**config.mk**
```make
export PLATFORM = sky130hd
export DESIGN_NAME = tail_light_seq
export DESIGN_NICKNAME = d
export VERILOG_FILES = /design/src/rtl/tail_light_seq.sv
export SDC_FILE = /design/constraint.sdc
export NUM_CORES = 1
export LEC_CHECK = 0
export ABC_AREA = 0
export CORE_AREA = 2 2 39 41
export CTS_CLUSTER_DIAMETER = 100
export CTS_CLUSTER_SIZE = 14
export DETAILED_ROUTE_END_ITERATION = 16
export DIE_AREA = 0 0 41 43
export DONT_BUFFER_PORTS = 1
export SLEW_MARGIN = 20
export SYNTH_ARGS = -nofsm -noshare
export SYNTH_HDL_FRONTEND = slang
export SYNTH_SLANG_ARGS = --single-unit
```
**constraint.sdc**
```tcl
create_clock -name clk -period 1.4 [get_ports clk]
set_input_delay 0.42 -clock clk [delete_from_list [all_inputs] [get_ports clk]]
set_output_delay 0.42 -clock clk [all_outputs]
set_load 0.01 [all_outputs]
```
**src/rtl/tail_light_seq.sv**
```systemverilog
// Rear-lamp sequencer: arbitrates brake/turn/hazard and sweeps or flashes six lamps.
// Latency: outputs are decoded from registers, 1 clk after inputs are sampled.
// Backpressure: none; free-running, and inputs are sampled every clk.
module tail_light_seq #(
    parameter int TICK_DIV = 4
) (
    input  logic       clk,
    input  logic       rst,
    input  logic       brake,
    input  logic       turn_left,
    input  logic       turn_right,
    input  logic       hazard,
    output logic [2:0] lamp_l,
    output logic [2:0] lamp_r,
    output logic [1:0] mode,
    output logic       step_tick
);

    localparam int CW = (TICK_DIV > 2) ? $clog2(TICK_DIV) : 1;
    localparam logic [CW-1:0] CNT_LAST = CW'(TICK_DIV - 1);

    typedef enum logic [1:0] {
        IDLE   = 2'd0,
        TURN_L = 2'd1,
        TURN_R = 2'd2,
        HAZARD = 2'd3
    } state_t;

    state_t        state, state_nxt, req;
    logic [1:0]    step, step_nxt;
    logic [CW-1:0] cnt, cnt_nxt;
    logic          brake_q;
    logic          tick_q, tick_nxt;

    // Sequencer registers; reset clears everything immediately.
    always_ff @(posedge clk or posedge rst) begin
        if (rst) begin
            state   <= IDLE;
            step    <= 2'd0;
            cnt     <= '0;
            brake_q <= 1'b0;
            tick_q  <= 1'b0;
        end else begin
            state   <= state_nxt;
            step    <= step_nxt;
            cnt     <= cnt_nxt;
            brake_q <= brake;
            tick_q  <= tick_nxt;
        end
    end

    // Arbitrate requests, then either restart on a change or advance the prescaler/step.
    always_comb begin
        state_nxt = state;
        step_nxt  = step;
        cnt_nxt   = cnt;
        tick_nxt  = 1'b0;

        if (hazard || (turn_left && turn_right)) begin
            req = HAZARD;
        end else if (turn_left) begin
            req = TURN_L;
        end else if (turn_right) begin
            req = TURN_R;
        end else begin
            req = IDLE;
        end

        if (req != state) begin
            state_nxt = req;
            step_nxt  = 2'd0;
            cnt_nxt   = '0;
        end else if (cnt == CNT_LAST) begin
            cnt_nxt = '0;
            case (state)
                TURN_L, TURN_R: begin
                    step_nxt = step + 2'd1;
                    tick_nxt = 1'b1;
                end
                HAZARD: begin
                    step_nxt = {1'b0, ~step[0]};
                    tick_nxt = 1'b1;
                end
                default: step_nxt = 2'd0;
            endcase
        end else begin
            cnt_nxt = cnt + CW'(1);
        end
    end

    // Lamp decode: the sweeping side shows the turn pattern, then hazard, then brake.
    always_comb begin
        logic [2:0] turn_pat;
        logic [2:0] haz_pat;
        logic [2:0] idle_pat;

        case (step)
            2'd0:    turn_pat = 3'b001;
            2'd1:    turn_pat = 3'b011;
            2'd2:    turn_pat = 3'b111;
            default: turn_pat = 3'b000;
        endcase
        haz_pat  = (step == 2'd0) ? 3'b111 : 3'b000;
        idle_pat = brake_q ? 3'b111 : 3'b000;

        lamp_l = idle_pat;
        lamp_r = idle_pat;
        case (state)
            TURN_L: lamp_l = turn_pat;
            TURN_R: lamp_r = turn_pat;
            HAZARD: begin
                lamp_l = haz_pat;
                lamp_r = haz_pat;
            end
            default: ;
        endcase

        mode      = {state != IDLE, brake_q};
        step_tick = tick_q;
    end

endmodule

```
==> results of run 1 <==
-- cell usage after synthesis, types with 2 or more instances --
master     count  area (sq um)
ha_1           9           113
dfrtp_1        8           200
a21boi_0       2          15.0
a21oi_1        2          10.0
inv_1          8          30.0
o21ai_0        3          15.0
a2bb2oi_1      2          17.5
nand2b_1       2          12.5
nand2_1        9          33.8
a22oi_1        2          15.0
or2_2          2          12.5
-- critical path, stage by stage, from the launching register on --
cell	delay [ps]
dfrtp_2	450
ha_4	190
nand2b_4	160
a2bb2oi_4	160
o21ai_2	100
-- metrics by stage --
step | setup WS, ps | util (%) | power [mW] | std cells | hold slack [ps]
after CTS | -356 | 57.0 | 0.629 | 88 | 179
after floorplan | -31.6 | - | 0.357 | 58 | 236
after detailed placement | -76.5 | 48.9 | 0.388 | 82 | 284
after global routing | -394 | 57.3 | 0.661 | 88 | 169
after global placement | -48.8 | 48.9 | 0.386 | 82 | 279
final | -347 | 57.3 | 0.625 | 88 | 184
-- cell families (layout without fill, tap and decap cells) --
| group | Yosys count | after routing | share of synthesized area, % |
|---|---|---|---|
| xor+xnor | 1 | 1 | 1.59 |
| flops | 8 | 8 | 36.4 |
| compound gates | 13 | 13 | 16.9 |
| simple gates | 18 | 18 | 17.8 |
| fa+ha+maj | 9 | 9 | 20.5 |
| buf+inv | 9 | 23 | 6.83 |
-- registers in the layout, indices dropped and copies added, names as in the netlist --
name       flops
step_tick      1
brake_q        1
cnt            2
state          2
step           2
-- final timing paths --
check | cells after the start | to | slack [ps]
worst min register to register | 1 | cnt[0] | 460
worst max register to register | 6 | step[1] | 50
max in group asynchronous | 2 | state[0] | 590
worst min-delay path | 0 | brake_q | 180
worst max-delay path | 4 | lamp_r[0] | -350
min in group asynchronous | 2 | step[1] | 550
-- power groups by stage --
stage | clock, mW | sequential [mW] | combinational [mW]
after floorplan | 0 | 0.261 | 0.0963
after CTS | 0.209 | 0.260 | 0.160
after detailed placement | 0 | 0.263 | 0.125
final | 0.204 | 0.259 | 0.162
after global routing | 0.226 | 0.261 | 0.174
after global placement | 0 | 0.263 | 0.123
-- timing repair --
action | CTS | global route
cloned | 0 | 0
gates resized for setup | 12 | 3
pin swaps | 2 | 2
endpoints found under the hold margin | 4 | 0
hold buffers | 1 | 0
endpoints found under the setup margin | 8 | 9
setup buffers | 1 | 1
-- layer usage --
metal,up-vias,global-route usage (%),share of wire (%)
met4,0,8.00,1.4
li1,222,-,-
met2,13,25.3,55
met5,-,0,0
met1,208,19.3,38
met3,2,7.85,5.4
-- layout make-up --
type / count / area (sq um) / share of cell area (%)
repair buffers: 11 / 105 / 13.2
clock buffers: 4 / 26.3 / 3.31
flip-flops and latches: 8 / 203 / 25.6
inverters: 8 / 32.5 / 4.10
multi-input cells: 41 / 407 / 51.3
well taps: 16 / 20.0 / 2.52
==> impl_metrics.env, run 1 <==
export IMPL_status="finished with violations"
export IMPL_violations="negative setup slack"
export IMPL_synthCells=58
export IMPL_core_area_sq_um=1380
export IMPL_required_ps=980
export IMPL_fill_cells=119
export IMPL_worst_slack_ps=-347
export IMPL_ir_worst_vdd_mv=0.504
export IMPL_arrival_ps=1330
export IMPL_die_w_um=41
export IMPL_setup_tns_ps=-2140
export IMPL_stdcell_area_sq_um=793
export IMPL_grt_pass1_wl_um=1910
export IMPL_pwr_share_comb_pct=25.9
export IMPL_grt_usage_pct=16.9
export IMPL_fmaxAchievable_mhz=573
export IMPL_grt_remaining_overflow=0
export IMPL_wl_per_cell_um=13.4
export IMPL_viasPerCell=5.06
export IMPL_portBuffers=0
export IMPL_setup_viol=7
export IMPL_syn_area_per_cell_sq_um=9.47
export IMPL_grt_pass1_vias=434
export IMPL_relSlewSlack_pct=78.1
export IMPL_yosysUniqueCellTypes=20
export IMPL_worst_pin_slew_ps=328
export IMPL_synth_seq_area_share_pct=36.4
export IMPL_layout_common_cells="buf_4, dfrtp_1, inv_1, nand2_1, ha_1"
export IMPL_antenna_found_initial=0
export IMPL_final_nets=88
export IMPL_post_dp_hpwl_um=871
export IMPL_drc=0
export IMPL_rsz0062_at_grt="yes"
export IMPL_synth_main_ff_cell="dfrtp_1"
export IMPL_fin_crit_sh_pct=125
export IMPL_ios=15
export IMPL_timing_rr_start="state[1]"
export IMPL_fp_dieArea_sq_um=1760
export IMPL_cts_tree="done"
export IMPL_startpoint="state[1]"
export IMPL_slew_viol_final=0
export IMPL_routed_wl_um=1180
export IMPL_timing_final_hold_violations=0
export IMPL_post_route_min_period_ps=1750
export IMPL_drive_gt1_share_pct=50.0
export IMPL_die_h_um=43
export IMPL_cap_viol_max_count=0
export IMPL_switchingPower_uw=185
export IMPL_numCtsBuffers=3
export IMPL_synth_seq_cells=8
export IMPL_pwr_share_clk_pct=32.6
export IMPL_placed_area_sq_um=677
export IMPL_powerDensity_nw_per_um2=788
export IMPL_drt_pass1_iterations=4
export IMPL_drtIter0Drc=9
export IMPL_hold_path_class="in2reg"
export IMPL_syn_nets=73
export IMPL_grt_max_degree=9
export IMPL_finClkSkew_ps=5.66
export IMPL_placementRows=14
export IMPL_synth_edff_count=0
export IMPL_clock_latency_ps=270
export IMPL_final_common_cell="buf_4"
export IMPL_crit_fanout=4
export IMPL_area_growth_syn_to_layout_pct=44.4
export IMPL_p_int_uw=440
export IMPL_start_util_pct=39.7
export IMPL_ant_nets=0
export IMPL_synth_warning_count=0
export IMPL_cts_buffer_depth=2
export IMPL_criticalPathCategory="reg2out"
export IMPL_routabilityCongestion=0.653
export IMPL_clk_pin_slew_ps=60
export IMPL_swShare_pct=29.6
export IMPL_cp_end_kind="output port"
export IMPL_clock_sinks=8
export IMPL_root_buffer="clkbuf_4"
export IMPL_async_reset_ff_share_pct=100
export IMPL_antenna_cells=0
export IMPL_power_leakage_nw=0.344
export IMPL_min_delay_start="brake"
export IMPL_htreeDepth=1
export IMPL_crit_path_start_kind="flop"
export IMPL_pwr_share_seq_pct=41.5
export IMPL_vias=445
export IMPL_syn_area_sq_um=549
No activity file was read; power rests on OpenSTA's default activity.
==> run 2, diff against run 1 <==
- ABC_AREA: 0 -> default
- SETUP_SLACK_MARGIN: default -> 0.4
==> impl_metrics.env, run 2 (same netlist as run 1, synthesis figures left out) <==
export IMPL_status="finished with violations"
export IMPL_violations="negative hold slack, negative setup slack"
export IMPL_fp_dieArea_sq_um=1760
export IMPL_layout_common_cells="buf_4, inv_1, nand2_2, ha_4, dfrtp_1"
export IMPL_criticalPathCategory="reg2out"
export IMPL_placementRows=14
export IMPL_max_stage_delay_ps=440
export IMPL_reg2reg_depth=7
export IMPL_crit_fanout=4
export IMPL_power_leakage_nw=0.368
export IMPL_die_w_um=41
export IMPL_path_cells="buf_4, ha_4, buf_4, nand2_1, nand2_2"
export IMPL_viasPerCell=5.37
export IMPL_timing_hold_ws_ps=-4.28
export IMPL_drt_pass1_iterations=3
export IMPL_cap_viol_max_count=0
export IMPL_drc=0
export IMPL_worst_pin_slew_ps=318
export IMPL_vias=483
export IMPL_grt_remaining_overflow=0
export IMPL_grt_pass1_vias=438
export IMPL_die_h_um=43
export IMPL_routabilityCongestion=0.653
export IMPL_r2r_slack_ps=-20
export IMPL_grt_pass1_wl_um=1810
export IMPL_cts_tree="done"
export IMPL_fin_util_pct=63.4
export IMPL_arrival_ps=1350
export IMPL_portBuffers=0
export IMPL_timing_final_hold_violations=4
export IMPL_setup_viol=9
export IMPL_worst_slack_ps=-365
export IMPL_powerDensity_nw_per_um2=727
export IMPL_post_route_min_period_ps=1770
export IMPL_hold_path_class="in2async"
export IMPL_antenna_found_initial=0
export IMPL_ant_nets=0
export IMPL_setup_tns_ps=-2190
export IMPL_grt_usage_pct=15.5
export IMPL_fmaxAchievable_mhz=567
export IMPL_wl_per_cell_um=15.6
export IMPL_slowest_stage="dfrtp_2"
export IMPL_timing_rr_start="state[0]"
export IMPL_post_dp_hpwl_um=832
export IMPL_core_area_sq_um=1380
export IMPL_p_total_uw=638
export IMPL_required_ps=980
export IMPL_final_common_cell="buf_4"
export IMPL_cp_num_buf_inv=2
export IMPL_regArea_sq_um=204
export IMPL_place_ws_ps=-54.9
export IMPL_routed_wl_um=1400
export IMPL_ir_worst_vdd_mv=0.597
export IMPL_clock_latency_ps=260
export IMPL_cts_buffer_depth=2
export IMPL_cp_end_kind="output port"
export IMPL_crit_family="flip-flops"
export IMPL_start_util_pct=39.7
export IMPL_root_buffer="clkbuf_4"
export IMPL_cp_depth=5
export IMPL_drtIter0Drc=12
export IMPL_finClkSkew_ps=6.12
export IMPL_antenna_cells=0
export IMPL_final_nets=90
export IMPL_crit_path_start_kind="flop"
export IMPL_multiInputGateArea_sq_um=473
export IMPL_numCtsBuffers=3
export IMPL_fill_cells=109
export IMPL_rsz0062_at_grt="yes"
export IMPL_top_regs="cnt x2, state x2, step x2"
export IMPL_cpMostUsedCell="buf_4"
export IMPL_htreeDepth=1
export IMPL_fin_crit_sh_pct=126
export IMPL_clock_sinks=8
export IMPL_relSlewSlack_pct=78.8
export IMPL_grt_max_degree=9
export IMPL_area_growth_syn_to_layout_pct=59.7
export IMPL_clk_pin_slew_ps=60
export IMPL_ios=15
export IMPL_r2r_end="step[1]"
export IMPL_drive_gt1_share_pct=63.5
export IMPL_slew_viol_final=0
run 2: cell types whose count changed in the layout (fill, tap and decap cells not counted), sizes merged:
cell	change
buf	+3
dlygate4sd3	-1
run 2: timing repair:
item / CTS / global route
pin swaps: 1 / 6
hold buffers: 0 / 0
buffers inserted: 0 / 4
setup endpoints to repair: 14 / 14
gates cloned: 0 / 0
gates resized for setup: 14 / 14
run 2: final cells by class:
type / instances / share of cell area (%)
Timing Repair Buffer: 13 / 13.8
Clock buffer: 4 / 3.00
Multi-Input combinational cell: 41 / 53.9
Tap cell: 16 / 2.28
Sequential cell: 8 / 23.3
Inverter: 8 / 3.71
run 2: metrics by stage:
step | instances | cell area (sq um)
6_report | 90 | 877
5_1_grt | 90 | 877
4_1_cts | 86 | 753
3_5_place_dp | 82 | 677
3_3_place_gp | 82 | 677
2_1_floorplan | 58 | 597
run 2: worst register-to-register path, stage by stage (launching register included):
cell and delay, ps:
dfrtp_2 420, inv_2 70, buf_6 120, buf_6 110
ha_4 150, nand4b_1 170, o21ai_1 130, a21boi_2 170
run 2: worst max path at each step:
stage                     slack, ps        end      from
after floorplan                 -30  lamp_l[1]  state[1]
after global placement          -50  lamp_r[1]  state[0]
after detailed placement        -50  lamp_l[1]  state[1]
after CTS                      -340  lamp_l[1]  state[1]
after global routing           -410  lamp_l[2]  state[0]
final                          -370  lamp_l[2]  state[0]
run 2: power breakdown:
group	switching (mW)	internal (mW)	leakage [nW]	total (mW)
Clock	0.0822	0.109	0.0150	0.191
Combinational	0.0892	0.0980	0.255	0.187
Sequential	0.0132	0.246	0.0979	0.259
run 2: metal layers:
layer,share of wire [%],global-route usage [%],vias to the layer above
met5,0,0,-
met4,2.4,6.00,0
met3,4.4,8.90,4
met2,52,22.8,14
met1,41,17.8,236
li1,-,-,229
==> run 3, diff against run 2 <==
- CTS_CLUSTER_DIAMETER: 100 -> 30
==> results of run 3 <==
No change in the layout: final DEF, timing and power equal those of run 2.
==> edit 1 (settings of run 3) <==
The parameter `TICK_DIV` goes from 4 to 2.
--- a/src/rtl/tail_light_seq.sv
+++ b/src/rtl/tail_light_seq.sv
@@ -4,3 +4,3 @@
 module tail_light_seq #(
-    parameter int TICK_DIV = 4
+    parameter int TICK_DIV = 2
 ) (
Function: changed (a bounded check fails within 4 cycles, from zero or initial values and one cycle with rst high).
==> edit 1 against run 3 <==
  * The run ends with setup timing left
  * Wire length is 11% lower
  * Worst hold slack better by 200 ps
  * Final area is 11% lower
  * Total power is 5.1% lower
  * First-iteration DRC count is 58% lower
  * Worst setup slack better by 47 ps
  * Sequential cell count is 1 lower
  * Sequential share of layout area is 0.30 points lower
  * Utilization is 7.1 points lower
  * Synthesized area is 8.0% lower
  * Critical endpoint is now lamp_l[1]
  * Highest routed layer is now met3
==> edit 1: results (changes against run 3) <==
Final layout
  – Non-CTS buffers: 13 (unchanged)
  – Layout filler cell count: 122 (+12%)
  – Layout cells sized above 1: 59.2% (-4.4 points)
  – Core Util, Final: 56.3% (-7.1 points)
  – Clock buffers and inverters, area share: 3.37% (+0.38 points)
  – Register area: 179 µm² (-12%)
  – Biggest regs: state: 2 flops, step: 2 flops
  – Layout non-clock buf frac: 14.3% (+0.45 points)
  – Nets: 86 (-4.4%)
  – Multi-In Gates: 39 (-4.9%)
  – Area used by multi-input combinational logic: 413 µm² (-13%)

Placed design
  – Cell Area, Placed: 624 µm² (-7.8%)
  – Final HPWL DP: 802 µm (-3.6%)
  – Placed cells: 76 (-7.3%)
  – Worst slack, placed: -86.3 ps (-31.4 ps)
  – GPL Wtd Cong: 0.716 (+9.5%)

Global route
  – Total track usage: 15.5% (+0.038 points)
  – Vias in the first global route: 451 (+3.0%)
  – First-pass GRT wire length: 1800 µm (-0.39%)
  – Largest net degree at the start of global routing: 8 (-1)
  – Met3 Usage GRT: 6.81% (-2.1 points)
  – GR Util met1: 15.3% (-2.5 points)
  – GR Layer Usage met2: 25.6% (+2.8 points)

Route
  – DR WL met3: 46 µm (-26%)
  – Met2 wire len: 732 µm (+0.14%)
  – DRT met1 WL: 465 µm (-19%)
  – Via total after detailed routing: 434 (-10%)
  – TritonRoute pass-1 iters: 4 (+1)
  – DR iter-0 viols: 5 (-7)
  – Top layer in use: met3
  – Post-DR vias/cell: 4.99 (-7.0%)

STA
  – Endpoints failing setup: 8 (-1)
  – Setup TNS: -1950 ps (+247 ps)
  – Clk_skew: 0.209 ps (-5.91 ps)
  – Final WS setup: -318 ps (+47.3 ps)
  – Rel. slew slack: 80.3% (+1.5 points)

Worst setup path
  – Crit-path slowest cell: dfrtp_2

Power and ir drop
  – VDD IR-drop max: 0.386 mV (-35%)
  – Lkg Pwr: 0.334 nW (-9.4%)

Min path
  – HP Class: primary input to flop

Outcome
  – Status: finished with violations
  – Failing checks: setup timing

Yosys
  – Commonest cells in the netlist: ha_1 (8), nand2_1 (8), dfrtp_1 (7)
  – Syn nets: 69 (-5.5%)
  – Cells taking the most area after synthesis: dfrtp_1 (35%), ha_1 (20%), nand2_1 (5.9%)
  – Synth Area per Inst: 9.19 µm² (-3.0%)
  – Post-synthesis sequential area ratio: 34.7% (-1.8 points)

Clock tree
  – Root Buffer: clkbuf_4

Die
  – Std-Cell Rows: 14 (unchanged)
edit 1: final timing paths:
path,start,end,cells past startpoint,slack [ps]
max,state[0],lamp_l[1],4,-320
min,brake,brake_q,0,190
max reg2reg,state[1],step[0],5,-20
min reg2reg,cnt,cnt,1,490
max in group asynchronous,rst,state[0],2,600
min in group asynchronous,rst,cnt,2,560
edit 1: kinds of logic after synthesis:
kind of cell	synth area share, %
xor gates and xnor gates	1.73
and+or+nand+nor	21.3
AOI/OAI and AO/OA	15.1
buffers and inverters	7.43
adders and majority gates	19.8
DFF	34.7
edit 1: repair_timing:
| item | CTS | global route |
|---|---|---|
| resized for setup | 12 | 2 |
| pin swaps | 7 | 4 |
| hold buffers | 1 | 0 |
| buffers inserted | 6 | 0 |
| endpoints found under the setup margin | 13 | 13 |
| endpoints found under the hold margin | 7 | 0 |
edit 1: power breakdown:
group	total (mW)	internal, mW	switching (mW)
sequential	0.231	0.216	0.0151
combinational	0.192	0.0956	0.0967
clock	0.182	0.109	0.0734
==> edit 2 (settings of run 3) <==
Made on the original files. Register the inputs `brake`, `turn_left`, `turn_right` and `hazard` before use. The logic sees them one clock later.
--- a/src/rtl/tail_light_seq.sv
+++ b/src/rtl/tail_light_seq.sv
@@ -28,2 +28,14 @@
 
+    logic brake_r;
+    logic turn_left_q;
+    logic turn_right_q;
+    logic hazard_q;
+
+    always_ff @(posedge clk) begin
+        brake_r      <= brake;
+        turn_left_q  <= turn_left;
+        turn_right_q <= turn_right;
+        hazard_q     <= hazard;
+    end
+
     state_t        state, state_nxt, req;
@@ -46,3 +58,3 @@
             cnt     <= cnt_nxt;
-            brake_q <= brake;
+            brake_q <= brake_r;
             tick_q  <= tick_nxt;
@@ -58,7 +70,7 @@
 
-        if (hazard || (turn_left && turn_right)) begin
+        if (hazard_q || (turn_left_q && turn_right_q)) begin
             req = HAZARD;
-        end else if (turn_left) begin
+        end else if (turn_left_q) begin
             req = TURN_L;
-        end else if (turn_right) begin
+        end else if (turn_right_q) begin
             req = TURN_R;
Behaviour: not the same (a bounded check fails within 4 cycles, from zero or initial values and one cycle with rst high).
==> edit 2 against run 3 <==
  * The flow finishes with violations (setup timing)
  * Wire length is 12% lower
  * Die area did not move
  * First-iteration DRC count shrank 67%
  * Critical path depth down 1
  * Worst setup slack better by 28 ps
  * Register-to-register slack worse by 60 ps
  * Sequential power up 49%
  * Clock power is 41% higher
  * Synthesized area grew 15%
  * Final area increased by 4.9%
  * Sequential cell count increased by 4
  * Total power grew 30%
==> edit 2: results (changes against run 3) <==
Clock tree
  – CTS resizes: 13 (-1)
  – Worst-Skew Late Latency: 270 ps
  – Postcts setup bufs: 2 (+2)
  – CTS Hold Bufs: 1 (+1)
  – TritonCTS Sinks: 12 (+4)

Placed design
  – Final HPWL DP: 879 µm (+5.7%)
  – Placed cells: 83 (+1.2%)
  – Cell Area, Placed: 747 µm² (+10%)
  – GPL Wtd Cong: 0.626 (-4.2%)
  – Worst slack, placed: -55.7 ps (-0.787 ps)

STA
  – Endpoints failing setup: 11 (+2)
  – Rel. slew slack: 77.9% (-0.85 points)
  – Setup TNS: -2300 ps (-106 ps)
  – Final WS setup: -337 ps (+28.0 ps)
  – Clk_skew: 2.74 ps (-3.38 ps)

Yosys
  – Post-synthesis sequential area ratio: 44.4% (+7.9 points)
  – Cells after synthesis: 62 (+6.9%)
  – Syn nets: 77 (+5.5%)
  – YS warnings: 0 (unchanged)
  – Commonest cells in the netlist: ha_1 (9), nand2_1 (9), dfrtp_1 (8)
  – Ys async rst share: 66.7% (-33 points)
  – Cells taking the most area after synthesis: dfrtp_1 (32%), ha_1 (18%), dfxtp_1 (13%)
  – Netlist Area Pre-Place: 632 µm² (+15%)
  – Library cells used by synthesis: 22 (+10%)

Route
  – DR WL/cell: 13.4 µm (-14%)
  – DR iter-0 viols: 4 (-8)
  – Met2 wire len: 676 µm (-7.5%)
  – DR WL met3: 44 µm (-29%)
  – Final ANT Viol Nets: 0 (unchanged)
  – Via total after detailed routing: 476 (-1.4%)
  – Routed WL: 1230 µm (-12%)
  – DRT met1 WL: 500 µm (-13%)

Final layout
  – Layout cells sized above 1: 52.6% (-11 points)
  – Non-CTS buffers: 11 (-2)
  – Layout area overhead: 45.5%
  – Layout non-clock buf frac: 11.4% (-2.4 points)
  – Area used by multi-input combinational logic: 442 µm² (-6.6%)
  – Fraction of area in registers: 30.9% (+7.6 points)
  – Layout filler cell count: 108 (-0.92%)
  – Clock buffers and inverters, area share: 3.95% (+0.95 points)
  – Nets: 92 (+2.2%)

Worst setup path
  – Reg2reg setup slack: -80 ps (-60 ps)
  – CP arrival: 1320 ps (-30 ps)
  – Worst-case reg-to-reg path depth: 6 (-1)
  – Worst Setup EP: lamp_r[0]
  – Reg-to-Reg End: cnt[0]

Global route
  – GR Util met1: 16.7% (-1.1 points)
  – GR Layer Usage met2: 25.0% (+2.2 points)
  – First-pass GRT wire length: 1790 µm (-0.72%)
  – Met3 Usage GRT: 4.71% (-4.2 points)
  – Total track usage: 15.7% (+0.16 points)

Outcome
  – Failing checks: setup timing
  – Status: finished with violations

Power and ir drop
  – Int Power: 0.616 mW (+36%)
  – Lkg Pwr: 0.391 nW (+6.1%)
  – VDD IR-drop max: 0.674 mV (+13%)

Min path
  – HP Class: primary input to flop
edit 2: how the worst min path moves through the flow:
stage	depth (start not counted)	slack, ps	startpoint	endpoint
2_1_floorplan	1	240	rst	brake_q
3_3_place_gp	1	290	rst	cnt[0]
3_5_place_dp	1	280	rst	cnt[0]
4_1_cts	0	160	turn_left	turn_left_q
5_1_grt	0	160	turn_left	turn_left_q
6_report	0	170	hazard	hazard_q
edit 2: power groups by stage:
stage | registers (mW) | clock network (mW) | logic (mW)
6_report | 0.385 | 0.270 | 0.173
5_1_grt | 0.388 | 0.290 | 0.190
4_1_cts | 0.383 | 0.279 | 0.162
3_5_place_dp | 0.391 | 0 | 0.126
3_3_place_gp | 0.390 | 0 | 0.123
2_1_floorplan | 0.388 | 0 | 0.0993
edit 2: kinds of logic (layout without fill, tap and decap cells):
kind of cell	after synthesis	in the layout	synth area share (%)
buf+inv	9	23	5.94
fa+ha+maj	9	9	17.8
xor+xnor	1	1	1.39
simple gates	18	18	15.6
compound gates	13	13	14.9
flops	12	12	44.4
